## src/rtl/line_clear_if.sv

```systemverilog
// Handshake and board bus between the board datapath (master) and line_clear (slave).
interface line_clear_if;
    logic        start;
    logic [31:0] board_in;
    logic        busy;
    logic        done;
    logic [31:0] board_out;
    logic [3:0]  rows_cleared;
    logic [15:0] score;

    modport master (
        output start,
        output board_in,
        input  busy,
        input  done,
        input  board_out,
        input  rows_cleared,
        input  score
    );

    modport slave (
        input  start,
        input  board_in,
        output busy,
        output done,
        output board_out,
        output rows_cleared,
        output score
    );
endinterface

```

## src/rtl/line_clear.sv

```systemverilog
// Row-clear stage: scans one row per clock, drops full rows and compacts the board downward.
// Define LINE_CLEAR_SCORE_EN to build the saturating score accumulator; otherwise score is 0.
module line_clear #(
    parameter int unsigned ROWS = 8,
    parameter int unsigned COLS = 4
) (
    input logic         clka,
    input logic         restart,
    line_clear_if.slave bus
);
    typedef enum logic [1:0] {StIdle, StScan, StDone} state_e;

    state_e      state_q, state_d;
    logic [31:0] src_q, src_d;
    logic [31:0] dst_q, dst_d;
    logic [31:0] board_out_q, board_out_d;
    logic [3:0]  rd_q, rd_d;
    logic [3:0]  wr_q, wr_d;
    logic [3:0]  cnt_q, cnt_d;
    logic [3:0]  rows_cleared_q, rows_cleared_d;
    logic [COLS-1:0] row;
    logic        last_row;

    // Row mux written as a compare loop so every slice index is a constant.
    always_comb begin
        row = '0;
        for (int unsigned r = 0; r < ROWS; r++) begin
            if (rd_q == 4'(r)) begin
                row = src_q[r*COLS +: COLS];
            end
        end
    end

    assign last_row = (rd_q == 4'(ROWS - 1));

    always_comb begin
        state_d        = state_q;
        src_d          = src_q;
        dst_d          = dst_q;
        rd_d           = rd_q;
        wr_d           = wr_q;
        cnt_d          = cnt_q;
        board_out_d    = board_out_q;
        rows_cleared_d = rows_cleared_q;
        unique case (state_q)
            StIdle: begin
                if (bus.start) begin
                    state_d = StScan;
                    src_d   = bus.board_in;
                    dst_d   = '0;
                    rd_d    = '0;
                    wr_d    = '0;
                    cnt_d   = '0;
                end
            end
            StScan: begin
                if (&row) begin
                    cnt_d = cnt_q + 4'd1;
                end else begin
                    for (int unsigned r = 0; r < ROWS; r++) begin
                        if (wr_q == 4'(r)) begin
                            dst_d[r*COLS +: COLS] = row;
                        end
                    end
                    wr_d = wr_q + 4'd1;
                end
                rd_d = rd_q + 4'd1;
                // Results land on the edge that enters StDone, alongside the done pulse.
                if (last_row) begin
                    state_d        = StDone;
                    board_out_d    = dst_d;
                    rows_cleared_d = cnt_d;
                end
            end
            StDone: begin
                state_d = StIdle;
            end
            default: begin
                state_d = StIdle;
            end
        endcase
    end

    always_ff @(posedge clka) begin
        if (restart) begin
            state_q        <= StIdle;
            src_q          <= '0;
            dst_q          <= '0;
            rd_q           <= '0;
            wr_q           <= '0;
            cnt_q          <= '0;
            board_out_q    <= '0;
            rows_cleared_q <= '0;
        end else begin
            state_q        <= state_d;
            src_q          <= src_d;
            dst_q          <= dst_d;
            rd_q           <= rd_d;
            wr_q           <= wr_d;
            cnt_q          <= cnt_d;
            board_out_q    <= board_out_d;
            rows_cleared_q <= rows_cleared_d;
        end
    end

    assign bus.busy         = (state_q != StIdle);
    assign bus.done         = (state_q == StDone);
    assign bus.board_out    = board_out_q;
    assign bus.rows_cleared = rows_cleared_q;

`ifdef LINE_CLEAR_SCORE_EN
    logic [15:0] score_q, score_d;
    logic [15:0] weight;
    logic [16:0] sum;

    always_comb begin
        case (cnt_d)
            4'd0:    weight = 16'd0;
            4'd1:    weight = 16'd1;
            4'd2:    weight = 16'd3;
            4'd3:    weight = 16'd5;
            default: weight = 16'd8;
        endcase
        sum     = {1'b0, score_q} + {1'b0, weight};
        score_d = score_q;
        if ((state_q == StScan) && last_row) begin
            score_d = sum[16] ? 16'hFFFF : sum[15:0];
        end
    end

    always_ff @(posedge clka) begin
        if (restart) begin
            score_q <= '0;
        end else begin
            score_q <= score_d;
        end
    end

    assign bus.score = score_q;
`else
    assign bus.score = 16'h0000;
`endif
endmodule

```

## src/flat_wrapper.sv

```systemverilog
// flat-port wrapper written by rule: the top's interface ports become plain ports
module line_clear_flat 
#(
    parameter int unsigned ROWS = 8,
    parameter int unsigned COLS = 4
)
  (clka, restart, bus_start, bus_board_in, bus_busy, bus_done, bus_board_out, bus_rows_cleared, bus_score);
  line_clear_if bus_i ();
  input logic clka;
  input logic restart;
  input wire logic [$bits(bus_i.start)-1:0] bus_start;
  input wire logic [$bits(bus_i.board_in)-1:0] bus_board_in;
  output wire logic [$bits(bus_i.busy)-1:0] bus_busy;
  output wire logic [$bits(bus_i.done)-1:0] bus_done;
  output wire logic [$bits(bus_i.board_out)-1:0] bus_board_out;
  output wire logic [$bits(bus_i.rows_cleared)-1:0] bus_rows_cleared;
  output wire logic [$bits(bus_i.score)-1:0] bus_score;
  assign bus_i.start = bus_start;
  assign bus_i.board_in = bus_board_in;
  assign bus_busy = bus_i.busy;
  assign bus_done = bus_i.done;
  assign bus_board_out = bus_i.board_out;
  assign bus_rows_cleared = bus_i.rows_cleared;
  assign bus_score = bus_i.score;
  line_clear #(.ROWS(ROWS), .COLS(COLS)) u_core (.clka(clka), .restart(restart), .bus(bus_i));
endmodule
```

## config.mk

```make
export PLATFORM = sky130hd
export DESIGN_NAME = line_clear_flat
export DESIGN_NICKNAME = d
export VERILOG_FILES = /design/src/rtl/line_clear_if.sv /design/src/rtl/line_clear.sv /design/src/flat_wrapper.sv
export SDC_FILE = /design/constraint.sdc
export NUM_CORES = 1
export LEC_CHECK = 0
export ABC_AREA = 1
export CAP_MARGIN = 5
export CORE_UTILIZATION = 54
export CTS_CLUSTER_DIAMETER = 60
export DETAILED_ROUTE_END_ITERATION = 7
export HOLD_SLACK_MARGIN = 0.08
export PLACE_DENSITY = 0.85
export SLEW_MARGIN = 20
export SYNTH_ARGS = -nofsm -noshare
export SYNTH_HDL_FRONTEND = slang
export SYNTH_SLANG_ARGS = --single-unit
```

## constraint.sdc

```tcl
create_clock -name clka -period 5.95 [get_ports clka]
set_input_delay 1.19 -clock clka [delete_from_list [all_inputs] [get_ports clka]]
set_output_delay 1.19 -clock clka [all_outputs]
set_load 0.05 [all_outputs]
```

==> run summary <==
Static Leak -> 3.27 nW
WL/cell -> 12.2 microns
Commonest non-fill, non-tap cell in the layout -> nand2_1
Worst reg2reg path depth -> 13
Min Tclk post-route -> 3550 ps
Rows -> 37
WL final -> 13400 microns
# Max-Cap Violations -> 0
Mapped Area -> 5860 sq um
Hold buffers post-CTS -> 0
CP endpoint kind -> flop
Setup tns final -> 0 ps
DRC viols -> 0
F_max -> 282 MHz
Layout Skew -> 5.69 ps
CTS Buffer Depth -> 2
CTS Buf Count -> 17
Worst Setup Start Kind -> flop
IO buf count -> 72
Worst-path maximum fanout -> 38
Root buf cell -> clkbuf_8
I/O Pins -> 89
Initial antenna violation count -> 0
N_diodes -> 0
Max Slew Vio Count -> 0
Largest net degree at the start of global routing -> 76
Total track usage -> 25.2%
Core box area -> 10400 sq um
Power Dens Cells -> 291 nW/um^2
Worst-path clk slew -> 50 ps
GPL Wtd Cong -> 0.835
Synth cell types -> 33
CP required -> 6410 ps
Via Count -> 5627
Syn Inst Count -> 900
Layout cells sized above 1 -> 7.06%
Starting Density -> 56.3%
Post-CTS resize count -> 0
Clock Sinks -> 114
Antenna viol nets, final -> 0
Hold Path Class -> flop to flop
Vias in the first global route -> 5256
Syn avg cell area -> 6.51 sq um
WP data arrival -> 4000 ps
Pwr Total -> 2.07 mW
Final Hold Violating Endpoints -> 0
Worst-Skew Late Latency -> 520 ps
RSZ-0062 raised after global routing -> no
GRT overflow -> 0
Worst-Margin Slew -> 1040 ps
DP HPWL -> 8230 microns
Area of the die -> 11300 sq um
Global-route wire length before repair -> 22900 microns
Period utilisation layout -> 59.6%
# nets final -> 994
Asr flop ratio synth -> 0%
Max VDD drop -> 0.000226 V
First DRT Iteration DRCs -> 396
H-Tree Depth -> 4
Critical path class -> flop to flop
Layout area overhead -> 21.6%
Sequential-to-total area share from yosys stat -> 38.9%
Hold path depth -> 2
Commonest cells after routing, fill and taps aside -> nand2_1, dfxtp_1, nor2_1, inv_1, clkdlybuf4s50_1
Vias/cell -> 5.12
Final setup violating endpoints -> 0
DR pass1 iterations -> 5
Top cells by area, synth -> dfxtp_1, nand2_1, nor2_1
# Post-CTS Setup Buffers -> 0
Synth Warn # -> 0
Area share of the largest cell type after synthesis -> 38.9%
Width of the die -> 106 microns
Area leader, netlist -> dfxtp_1
Chip Height -> 106 microns
Status -> completed
Top FF cell, synth -> dfxtp_1
Rel. slew slack -> 30.5%
Post-synthesis register bit count -> 114
Number of synthesized flops with an enable pin -> 0
CTS tree -> yes
==> logic make-up after synthesis <==
group           count (synthesis)  synth area share, %
flops                         114                 38.9
buf+inv                       161                 12.1
fa+ha+maj                       9                 1.92
simple gates                  456                 31.7
other cells                     1               0.0640
compound gates                157                 14.9
xor+xnor                        2                0.299
==> cells in the mapped netlist (all sizes together), types with 2 or more instances <==
library cell	n
a21oi	68
buf	32
clkbuf	30
clkinv	2
dfxtp	114
ha	9
inv	97
nand2	268
nand3	65
nand3b	2
nor2	117
o21ai	84
xor2	2
==> flip-flops by register name, indices dropped and copies added, names as in the netlist <==
register and flops:
u_core.state_q 2, u_core.bus.rows_cleared 4, u_core.dst_q 32, u_core.wr_q 4
u_core.rd_q 4, u_core.src_q 32, u_core.cnt_q 4, u_core.bus.board_out 32
==> worst paths after layout <==
check | startpoint | to | slack [ps]
worst max-delay path | u_core.rd_q[0] | u_core.wr_q[3] | 2400
worst min-delay path | u_core.src_q[3] | u_core.src_q[3] | 460
worst max register to register | u_core.rd_q[0] | u_core.wr_q[3] | 2400
worst min register to register | u_core.src_q[3] | u_core.src_q[3] | 460
==> report_power, final <==
part,total (mW),switching (mW),leakage [nW],internal [mW]
Clock,1.06,0.342,0.302,0.716
Sequential,0.799,0.0116,0.927,0.788
Combinational,0.214,0.154,2.04,0.0603
Total,2.07,0.508,3.27,1.56
==> layout make-up <==
type | count | area [sq um]
fill | 911 | 3290
multi-input combinational | 640 | 2930
sequential | 114 | 2280
timing repair buffer | 78 | 761
clock buffer | 20 | 425
inverter | 99 | 372
clock inverter | 12 | 188
tap | 136 | 170
==> layer usage <==
metal  vias up  share of wire, %  track usage [%]
met5         -                 0                0
met4         0               1.5             8.33
met3        18               6.1             6.01
met2       174                47             42.4
met1      2549                45             31.5
li1       2886                 -                -
==> metrics by stage <==
step | hold WS [ps] | cell area (sq um) | worst slack (ps) | std cells | util [%]
floorplan | 425 | 5920 | 3690 | 915 | -
global placement | 443 | 6520 | 2220 | 1067 | 62.5
detailed placement | 443 | 6520 | 2160 | 1067 | 62.5
CTS | 456 | 7130 | 2470 | 1099 | 68.4
global route | 480 | 7130 | 2060 | 1099 | 68.4
finish | 456 | 7130 | 2400 | 1099 | 68.4
==> worst max-delay path, stage by stage, from the launching register on <==
cell and delay [ps]:
dfxtp_1 420, ha_1 240, nand2_1 80, nor2_1 490
nand2_1 190, nand2_4 220, nand2_2 90, nor2_4 710
nand2_4 470, nand2_1 200, nand2_1 130, nand2_1 90
nand2_1 50, nor2_1 100
Power figures use the tool's default switching activity.
